[src/rtl/vliw_pkg.sv]
// Shared VLIW definitions: data/address widths, slot numbering and the
// pending write-back entry type used by the merger and the scoreboard.
package vliw_pkg;

  localparam int XLEN      = 32;
  localparam int RAW       = 5;
  localparam int NUM_SLOTS = 4;

  localparam int SLOT_LSU    = 0;
  localparam int SLOT_IXU1   = 1;
  localparam int SLOT_IXU2   = 2;
  localparam int SLOT_BRANCH = 3;

  typedef struct packed {
    logic            valid;
    logic [RAW-1:0]  rd;
    logic [XLEN-1:0] data;
  } wb_entry_t;

  // True when a lane carries a real write (r0 is hard-wired to zero).
  function automatic logic lane_writes(input logic en, input logic [RAW-1:0] rd);
    return en && (rd != {RAW{1'b0}});
  endfunction

endpackage

[src/rtl/wb_grant.sv]
// Combinational write-port arbiter: a pending slot is granted unless a lower
// slot holds a write to the same destination register.
module wb_grant
  import vliw_pkg::*;
(
  input  wb_entry_t [NUM_SLOTS-1:0] i_pend,
  output logic      [NUM_SLOTS-1:0] o_grant,
  output logic                      o_hold
);

  // Per-slot grant: blocked by any valid lower slot with a matching rd.
  always_comb begin
    o_grant = {NUM_SLOTS{1'b0}};
    for (int i = 0; i < NUM_SLOTS; i++) begin
      logic blk;
      blk = 1'b0;
      for (int j = 0; j < i; j++) begin
        blk = blk | (i_pend[j].valid && (i_pend[j].rd == i_pend[i].rd));
      end
      o_grant[i] = i_pend[i].valid & ~blk;
    end
  end

  // Hold when some pending write must wait another cycle.
  always_comb begin
    o_hold = 1'b0;
    for (int i = 0; i < NUM_SLOTS; i++) begin
      o_hold = o_hold | (i_pend[i].valid & ~o_grant[i]);
    end
  end

endmodule

[src/rtl/writeback_merger.sv]
// Bundle write-back merger: drops r0 writes and serializes same-rd writes so
// the highest slot's result is the last one committed to the register file.
module writeback_merger
  import vliw_pkg::*;
(
  input  logic                      clk,
  input  logic                      rst_n,
  input  logic                      in_valid,
  output logic                      in_ready,
  input  logic [NUM_SLOTS-1:0]      in_lane_en,
  input  logic [NUM_SLOTS*RAW-1:0]  in_lane_rd,
  input  logic [NUM_SLOTS*XLEN-1:0] in_lane_data,
  output logic                      lsu_wr_en,
  output logic                      ixu1_wr_en,
  output logic                      ixu2_wr_en,
  output logic                      branch_wr_en,
  output logic [RAW-1:0]            lsu_rd,
  output logic [RAW-1:0]            ixu1_rd,
  output logic [RAW-1:0]            ixu2_rd,
  output logic [RAW-1:0]            branch_rd,
  output logic [XLEN-1:0]           lsu_wr_data,
  output logic [XLEN-1:0]           ixu1_wr_data,
  output logic [XLEN-1:0]           ixu2_wr_data,
  output logic [XLEN-1:0]           branch_wr_data,
  output logic                      busy,
  output logic [15:0]               collision_cnt
);

  wb_entry_t [NUM_SLOTS-1:0] r_pend;
  logic      [15:0]          r_coll_cnt;
  logic      [NUM_SLOTS-1:0] w_grant;
  logic                      w_hold;
  logic                      w_accept;
  logic      [RAW-1:0]       w_rd   [NUM_SLOTS];
  logic      [XLEN-1:0]      w_data [NUM_SLOTS];

  wb_grant u_grant (
    .i_pend  (r_pend),
    .o_grant (w_grant),
    .o_hold  (w_hold)
  );

  // in_ready is a function of registered state only, never of in_valid.
  assign in_ready = ~w_hold;
  assign w_accept = in_valid & ~w_hold;

  // Pending entries: capture a whole bundle once everything older retires.
  always_ff @(posedge clk or negedge rst_n) begin
    if (!rst_n) begin
      r_pend <= '0;
    end else begin
      for (int i = 0; i < NUM_SLOTS; i++) begin
        if (w_accept) begin
          r_pend[i].valid <= lane_writes(in_lane_en[i], in_lane_rd[i*RAW +: RAW]);
          r_pend[i].rd    <= in_lane_rd[i*RAW +: RAW];
          r_pend[i].data  <= in_lane_data[i*XLEN +: XLEN];
        end else if (w_grant[i]) begin
          r_pend[i].valid <= 1'b0;
        end else begin
          r_pend[i] <= r_pend[i];
        end
      end
    end
  end

  // Saturating count of cycles in which at least one write was held back.
  always_ff @(posedge clk or negedge rst_n) begin
    if (!rst_n) begin
      r_coll_cnt <= 16'd0;
    end else if (w_hold && (r_coll_cnt != 16'hFFFF)) begin
      r_coll_cnt <= r_coll_cnt + 16'd1;
    end else begin
      r_coll_cnt <= r_coll_cnt;
    end
  end

  // Write-port address/data are zero whenever the port is idle.
  always_comb begin
    for (int i = 0; i < NUM_SLOTS; i++) begin
      if (w_grant[i]) begin
        w_rd[i]   = r_pend[i].rd;
        w_data[i] = r_pend[i].data;
      end else begin
        w_rd[i]   = {RAW{1'b0}};
        w_data[i] = {XLEN{1'b0}};
      end
    end
  end

  assign lsu_wr_en      = w_grant[SLOT_LSU];
  assign ixu1_wr_en     = w_grant[SLOT_IXU1];
  assign ixu2_wr_en     = w_grant[SLOT_IXU2];
  assign branch_wr_en   = w_grant[SLOT_BRANCH];
  assign lsu_rd         = w_rd[SLOT_LSU];
  assign ixu1_rd        = w_rd[SLOT_IXU1];
  assign ixu2_rd        = w_rd[SLOT_IXU2];
  assign branch_rd      = w_rd[SLOT_BRANCH];
  assign lsu_wr_data    = w_data[SLOT_LSU];
  assign ixu1_wr_data   = w_data[SLOT_IXU1];
  assign ixu2_wr_data   = w_data[SLOT_IXU2];
  assign branch_wr_data = w_data[SLOT_BRANCH];

  // Any valid entry means the merger still owns a write.
  always_comb begin
    busy = 1'b0;
    for (int i = 0; i < NUM_SLOTS; i++) begin
      busy = busy | r_pend[i].valid;
    end
  end

  assign collision_cnt = r_coll_cnt;

endmodule

[config.mk]
export PLATFORM = sky130hd
export DESIGN_NAME = writeback_merger
export DESIGN_NICKNAME = d
export VERILOG_FILES = /design/src/rtl/vliw_pkg.sv /design/src/rtl/wb_grant.sv /design/src/rtl/writeback_merger.sv
export SDC_FILE = /design/constraint.sdc
export NUM_CORES = 1
export LEC_CHECK = 0
export ABC_AREA = 1
export CAP_MARGIN = 30
export CORE_MARGIN = 2
export CORE_UTILIZATION = 49
export DETAILED_ROUTE_END_ITERATION = 10
export GPL_TIMING_DRIVEN = 0
export HOLD_SLACK_MARGIN = 0.05
export PLACE_DENSITY = 0.85
export SETUP_SLACK_MARGIN = 0.15
export SLEW_MARGIN = 20
export SYNTH_ARGS = -nofsm -noshare
export SYNTH_HDL_FRONTEND = slang
export SYNTH_SLANG_ARGS = --single-unit
export TNS_END_PERCENT = 1
[constraint.sdc]
create_clock -name clk -period 3.12 [get_ports clk]
set_input_delay 0.468 -clock clk [delete_from_list [all_inputs] [get_ports clk]]
set_output_delay 0.468 -clock clk [all_outputs]
set_load 0.02 [all_outputs]
==> impl_metrics.json, run 1 <==
{
  "status": "finished clean",
  "cts_root_buffer": "clkbuf_16",
  "syn_to_final_growth_pct": 44.8,
  "netlist_top_cells_area": "dfrtp_1 (47%), nand2_1 (19%), nand4_1 (11%), inv_1 (7.0%), nor2_1 (6.4%)",
  "synth-main-ff-cell": "dfrtp_1",
  "drc": 0,
  "synth.cell_area_mm2": 0.00888,
  "fin_area_mm2": 0.0129,
  "postSynthCellCount": 1242,
  "drv_cap": 0,
  "hold_class": "reg -> reg",
  "grt.total_usage": 0.313,
  "clk_pin_slew_ps": 70,
  "criticalPathCategory": "reg -> out",
  "cp.required_ps": 2650,
  "fmax_mhz": 349,
  "dp_hpwl_um": 22000,
  "die_w_um": 139,
  "drive_gt1_frac": 0.100,
  "cp.arrival_ps": 2400,
  "grt.overflow.total": 0,
  "cp_slowest_stage_delay_ps": 450,
  "fin_crit_ps": 2860,
  "crit_chain": "inv_1 > nand2_1 > nand2_1 > nor2_1 > nand3_1 > nand3_2 > nor2_2 > inv_2 > buf_2 > nor2_1 > clkdlybuf4s15_2",
  "post-synth-top-area-cell": "dfrtp_1",
  "final_max_slew_viol_count": 0,
  "wire_per_inst_um": 16.3,
  "die_h_um": 139,
  "grt_pass1_vias": 9276,
  "power.density_mw_per_mm2": 477,
  "synth_most_common_cell": "nand2_1",
  "synth_common_cells": "nand2_1 (448), dfrtp_1 (168), inv_1 (165)",
  "yosysWarnings": 0,
  "grt_pass1_wl_um": 48400,
  "drt-pass1-iter-count": 7,
  "max_slew.worst_pin.slew_ps": 704,
  "drtAntennaViolNets": 0,
  "dpl_cell_area_mm2": 0.0125,
  "start_util": 0.498,
  "viasPerCell": 5.17,
  "placement.io_buffers": 323,
  "cts_num_sinks": 168,
  "irDropWorstVdd_mv": 0.392,
  "setup_viol": 0,
  "rows": 49,
  "numCtsBuffers": 17,
  "min_period_over_period": 0.918,
  "synthArstFlopShare": 1.00,
  "slowest_stage": "dfrtp_2",
  "rsz0062_at_grt": "no",
  "syn_avg_cell_area_um2": 7.15,
  "crit_fanout": 10,
  "synth_nets": 1398,
  "wirelength_um": 29800,
  "hold_viol": 0,
  "yosysSeqAreaShare": 0.474,
  "core_area_mm2": 0.0178,
  "die-area_mm2": 0.0192,
  "drtIter0Drc": 623,
  "h-tree-depth": 4,
  "grt_max_degree": 63,
  "p_leak_uw": 0.00719,
  "insertion_delay_ps": 430,
  "slew_headroom": 0.530,
  "vias": 9454,
  "gp_congestion": 0.903,
  "antenna_found_initial": 1,
  "cts_max_path_buffers": 2,
  "setup_tns_ps": 0,
  "synth-seq-cells": 168,
  "fin_worst_skew_ps": 10.8,
  "synth_top_cell_area_share": 0.474,
  "io_pins": 325,
  "nFillCells": 1491,
  "synth_edf_count": 0,
  "cp-start-kind": "flop",
  "diodes": 0,
  "layout.nets": 1744,
  "tritoncts": "yes",
  "endpoint_kind": "output pin",
  "synthDistinctLibCells": 24
}
-- sequential cells by signal (all words and copies together), names as in the netlist --
name / flops
collision_cnt: 16
r_pend: 152
-- metal layers --
layer,track usage,share of wire,vias to the layer above
met3,0.0584,0.062,65
met2,0.522,0.49,344
li1,-,-,4582
met5,0,0.00054,-
met1,0.402,0.41,4461
met4,0.135,0.036,2
-- path summary, 6_finish.rpt --
| kind | startpoint | to | slack (ps) | depth (start not counted) |
|---|---|---|---|---|
| max in group asynchronous | rst_n | r_pend[48]$_DFFE_PN0P_ | 1600 | 4 |
| min | r_pend[92]$_DFFE_PN0P_ | r_pend[92]$_DFFE_PN0P_ | 470 | 2 |
| max | r_pend[150]$_DFFE_PN0P_ | branch_wr_data[20] | 260 | 11 |
| min reg2reg | r_pend[92]$_DFFE_PN0P_ | r_pend[92]$_DFFE_PN0P_ | 470 | 2 |
| max reg2reg | r_pend[74]$_DFFE_PN0P_ | r_pend[85]$_DFFE_PN0P_ | 820 | 12 |
| min in group asynchronous | rst_n | r_pend[121]$_DFFE_PN0P_ | 560 | 2 |
-- cells by family after synthesis --
family,after synthesis,synth area share
adder cells (fa/ha/maj),1,0.00141
buffers and inverters,252,0.114
AND/OR/NAND/NOR,791,0.385
AO/OA/AOI/OAI,16,0.0120
XOR/XNOR,14,0.0138
flip-flops,168,0.474
-- power breakdown --
| group | internal (uW) | total (uW) | switching (uW) | leakage (uW) |
|---|---|---|---|---|
| registers | 2420 | 2610 | 188 | 0.00206 |
| logic | 602 | 1400 | 801 | 0.00486 |
| clock network | 1210 | 2130 | 921 | 0.000269 |
-- layout make-up --
class                      count  area (um^2)  area share
clock inverter                12          141      0.0110
inverter                     169          634      0.0493
tap                          229          287      0.0223
multi-input combinational    822         3670       0.286
timing repair buffer         327         3050       0.237
buffer                        83          410      0.0319
clock buffer                  19          443      0.0345
sequential                   168         4220       0.328
-- stage by stage --
stage | cells | setup slack, ps | util | hold WS, ps | total power, uW
final | 1829 | 255 | 0.721 | 473 | 6140
after global routing | 1829 | 156 | 0.721 | 493 | 6420
after CTS | 1829 | -94.6 | 0.728 | 474 | 6160
after detailed placement | 1796 | 66.2 | 0.698 | 427 | 4080
after global placement | 1794 | -5270 | 0.695 | 453 | 4040
after floorplan | 1242 | 812 | - | 172 | 3340
-- cell usage in the layout, fill, tap and decap left out, types with 2 or more instances in the layout --
cell             instances
o21ai_1                  2
buf_1                    5
buf_16                   2
dfrtp_2                  9
clkbuf_1                36
nand4_1                152
inv_1                  161
xor2_1                   6
dlygate4sd2_1           29
dlymetal6s2s_1          18
clkbuf_4                 3
inv_6                    4
nor3_1                   2
nand3_1                 29
dfrtp_1                159
clkdlybuf4s50_1        219
bufinv_16                2
or2_2                    4
nor2_1                 150
clkbuf_16               17
clkinvlp_4               5
nand3_2                  2
nand2_1                448
xnor2_1                  8
clkbuf_2                53
o41ai_1                  4
inv_2                    8
buf_2                   26
o21ai_0                  8
buf_4                   16
-- repair_timing --
item / 4_1_cts / 5_1_grt
pin swaps: 1 / 0
hold endpoints to repair: 61 / 0
hold buffers: 1 / 0
setup endpoints to repair: 111 / 86
setup buffers: 1 / 0
resized for setup: 117 / 137
-- worst max-delay path, delay by kind of cell (launching register included) --
family | cells | cell delay (ps)
AND/OR/NAND/NOR | 7 | 740
flip-flops | 1 | 450
buffers and inverters | 4 | 770
Power figures use the tool's default switching activity.
==> run 2, diff against run 1 <==
- HOLD_SLACK_MARGIN: 0.05 -> 0.08
==> results of run 2 <==
Same layout as run 1: the final DEF is identical, and so are final timing and power.
==> patch 1: new RTL, settings of run 1 <==
Put one more register stage on the output `collision_cnt`, without a reset. The value now appears one clock later. The other outputs are not delayed to match.
--- a/src/rtl/writeback_merger.sv
+++ b/src/rtl/writeback_merger.sv
@@ -110,3 +110,5 @@
 
-  assign collision_cnt = r_coll_cnt;
+  always_ff @(posedge clk) begin
+    collision_cnt <= r_coll_cnt;
+  end
 
Check against the original RTL: not equivalent (Yosys sat finds a counterexample within 4 cycles, from zero or initial values and one cycle with rst_n low).
==> patch 1 against run 1 <==
Register-to-register slack worse by 0.09 ns. Largest cell class unchanged. Sequential cell count is 16 higher. Die area is 3.0% higher. Sequential share of layout area is 1.3 points higher. Clock power is 8% higher. Power is 6.7% higher. Largest power group unchanged. Area after synthesis is 3.1% higher. Routed wire length is 4.0% higher. Global-route usage hardly changed. Setup slack better by 0.019 ns. Design area is 3.4% higher. Critical path type unchanged. Core utilization is 1.2 points higher. Synthesized cell count is 1.1% higher.
==> patch 1: results <==
metrics = {
    "grt": {
        "use_met1_pct": 38.7,
        "grt_use_met2_pct": 52.3,
        "grt_pass1_wl_mm": 48.7,
        "use_met3_pct": 8.29,
    },
    "routing": {
        "drt_iter0_drc": 796,
        "wirelength_mm": 31.0,
        "vias": 9668,
        "drtPass1Iterations": 6,
        "wl_per_cell_um": 16.8,
    },
    "worst_setup_path": {
        "rr_startpoint": "r_pend[72]",
        "cp-startpoint": "r_pend[35]",
        "endpoint": "ixu2_wr_data[10]",
        "worst_ep_arrival_time_ns": 2.38,
        "reg2reg_to": "r_pend[79]",
        "worstRegToRegCells": 13,
        "rrSetupSlack_ns": 0.73,
    },
    "place": {
        "pre_cts_ws_ns": -0.00355,
        "place_congestion": 0.971,
        "dpl.hpwl_mm": 22.9,
    },
    "cells_and_area": {
        "drive_gt1_share_pct": 9.16,
        "buf_share_pct": 26.6,
        "multi_input_gates": 821,
    },
    "synth": {
        "ys_seq_area_share_pct": 49.4,
        "syn_nets": 1412,
        "async_reset_ff_share_pct": 91.3,
        "synthCells": 1256,
        "ys_top_cells_by_area": "dfrtp_1, nand2_1, nand4_1",
    },
    "timing": {
        "relSlewSlack_pct": 49.0,
        "setup_ws_ns": 0.274,
    },
    "cts": {
        "cts_resized": 129,
    },
    "outcome": {
        "status": "finished clean",
    },
    "power_and_ir_drop": {
        "vdd_ir_drop_max_mv": 0.403,
    },
}
==> patch 1: worst min path at each step <==
stage | startpoint | end | slack [ns] | depth (start not counted)
2_1_floorplan | rst_n | r_coll_cnt[0] | 0.17 | 0
3_3_place_gp | r_coll_cnt[1] | collision_cnt[1] | 0.42 | 0
3_5_place_dp | r_coll_cnt[1] | collision_cnt[1] | 0.42 | 0
4_1_cts | r_coll_cnt[1] | collision_cnt[1] | 0.43 | 0
5_1_grt | r_coll_cnt[1] | collision_cnt[1] | 0.46 | 0
6_report | r_coll_cnt[1] | collision_cnt[1] | 0.44 | 0
==> patch 1: cell families after synthesis <==
logic type                 after synthesis  synth area share (%)
AOI/OAI and AO/OA                       16                  1.16
xor gates and xnor gates                13                  1.24
adders and majority gates                1                 0.137
buffers and inverters                  251                  10.8
DFF                                    184                  49.4
and+or+nand+nor                        791                  37.3
==> patch 1: where the power goes <==
group          total, uW  switching, uW  internal [uW]
clock network       2290           1070           1220
logic               1430            820            608
registers           2830            192           2640
==> patch 2: new RTL, config.mk and constraints of run 1 <==
Without the edit above. Change the package constant `RAW` from 5 to 10.
--- a/src/rtl/vliw_pkg.sv
+++ b/src/rtl/vliw_pkg.sv
@@ -5,3 +5,3 @@
   localparam int XLEN      = 32;
-  localparam int RAW       = 5;
+  localparam int RAW       = 10;
   localparam int NUM_SLOTS = 4;
Interface: changed (5 resized); port bits go from 325 to 365. The function was not compared with the original's and may differ.
==> patch 2 against run 1 <==
Die area is 17% higher. Combinational power is 12% higher. Non-clock buffer count is 15 higher. Sequential share of layout area is 1.2 points lower. Setup slack worse by 0.10 ns. Core utilization is 0.72 points lower. Sequential cell count is 20 higher. Clock power is 9.4% higher. Design area is 17% higher. Area after synthesis is 18% higher. Routed wire length is 35% higher. Power is 10% higher. Critical endpoint is now ixu1_wr_data[3]. Largest power group unchanged.
==> patch 2: results <==
metrics = {
    "worst_setup_path": {
        "rr_startpoint": "r_pend[164]",
        "rrSetupSlack_ns": 0.50,
        "worst_ep_arrival_time_ns": 2.50,
        "worstRegToRegCells": 15,
        "reg2reg_to": "r_pend[115]",
        "cp-startpoint": "r_pend[37]",
    },
    "timing": {
        "fin_skew_ns": 0.0152,
        "hold-worst-slack_ns": 0.484,
        "min_period_ns": 2.97,
    },
    "power_and_ir_drop": {
        "pwr-share-seq_pct": 42.3,
        "switching_share_pct": 34.2,
        "powerSeq_uw": 2870,
        "power_leakage_uw": 0.00850,
        "vdd_ir_drop_max_mv": 0.340,
    },
    "routing": {
        "drtPass1Iterations": 8,
        "vias": 11800,
        "drt_iter0_drc": 996,
    },
    "synth": {
        "ys_types": 29,
        "synth_compound_area_share_pct": 1.22,
        "syn_nets": 1790,
        "synth.top_cells.by_count": "nand2_1, nor2_1, inv_1",
        "synthXorXnorAreaFrac_pct": 1.34,
        "synthCells": 1614,
        "ys_top_cells_by_area": "dfrtp_1, nand2_1, nor2_1",
    },
    "place": {
        "dpl.hpwl_mm": 30.3,
        "place_congestion": 1.04,
        "portBuffers": 364,
    },
    "worst_hold_path": {
        "min_to": "r_pend[25]",
        "holdCritStartpoint": "r_pend[25]",
    },
    "cells_and_area": {
        "largest_register_ffs": 172,
        "nets": 2177,
        "clockNetworkAreaShare_pct": 4.18,
        "multi_input_gates": 1150,
        "n_all_buffers": 425,
        "flops_and_latches": 188,
        "fillers": 1786,
        "buf_share_pct": 24.6,
        "nNonClkInverters": 219,
        "multi_input_area_share_pct": 31.5,
    },
    "cts": {
        "cts_resized": 409,
        "clk_pin_slew_ns": 0.09,
    },
    "grt": {
        "grt_max_degree": 85,
        "track_usage_pct": 35.8,
    },
    "outcome": {
        "status": "finished clean",
    },
}
patch 2: changes by cell type in the layout (fill, tap and decap cells not counted), sizes merged, moves of 16 or more:
cell	before	now
clkdlybuf4s50	219	235
nand2	450	783
dfrtp	168	188
inv	173	223
nand4	153	32
nor2	151	220
clkbuf	110	33
nand3	31	49
buf	50	118
patch 2: metal layers:
metal	track usage (%)	vias up	share of wire (%)	wire, um
li1	-	5574	-	-
met2	60.5	618	48	19400
met5	0	-	0	0
met1	45.0	5450	39	15700
met4	15.1	0	4.3	1720
met3	6.70	124	8.1	3270
patch 2: critical path, cell delays in order (launching register included):
cell	delay, ns
dfrtp_2	0.48
inv_1	0.13
nand2_1	0.11
nand2_1	0.09
nor3_1	0.23
nand3_2	0.19
nand2_4	0.21
buf_4	0.21
nor2_1	0.08
dlygate4sd2_1	0.32
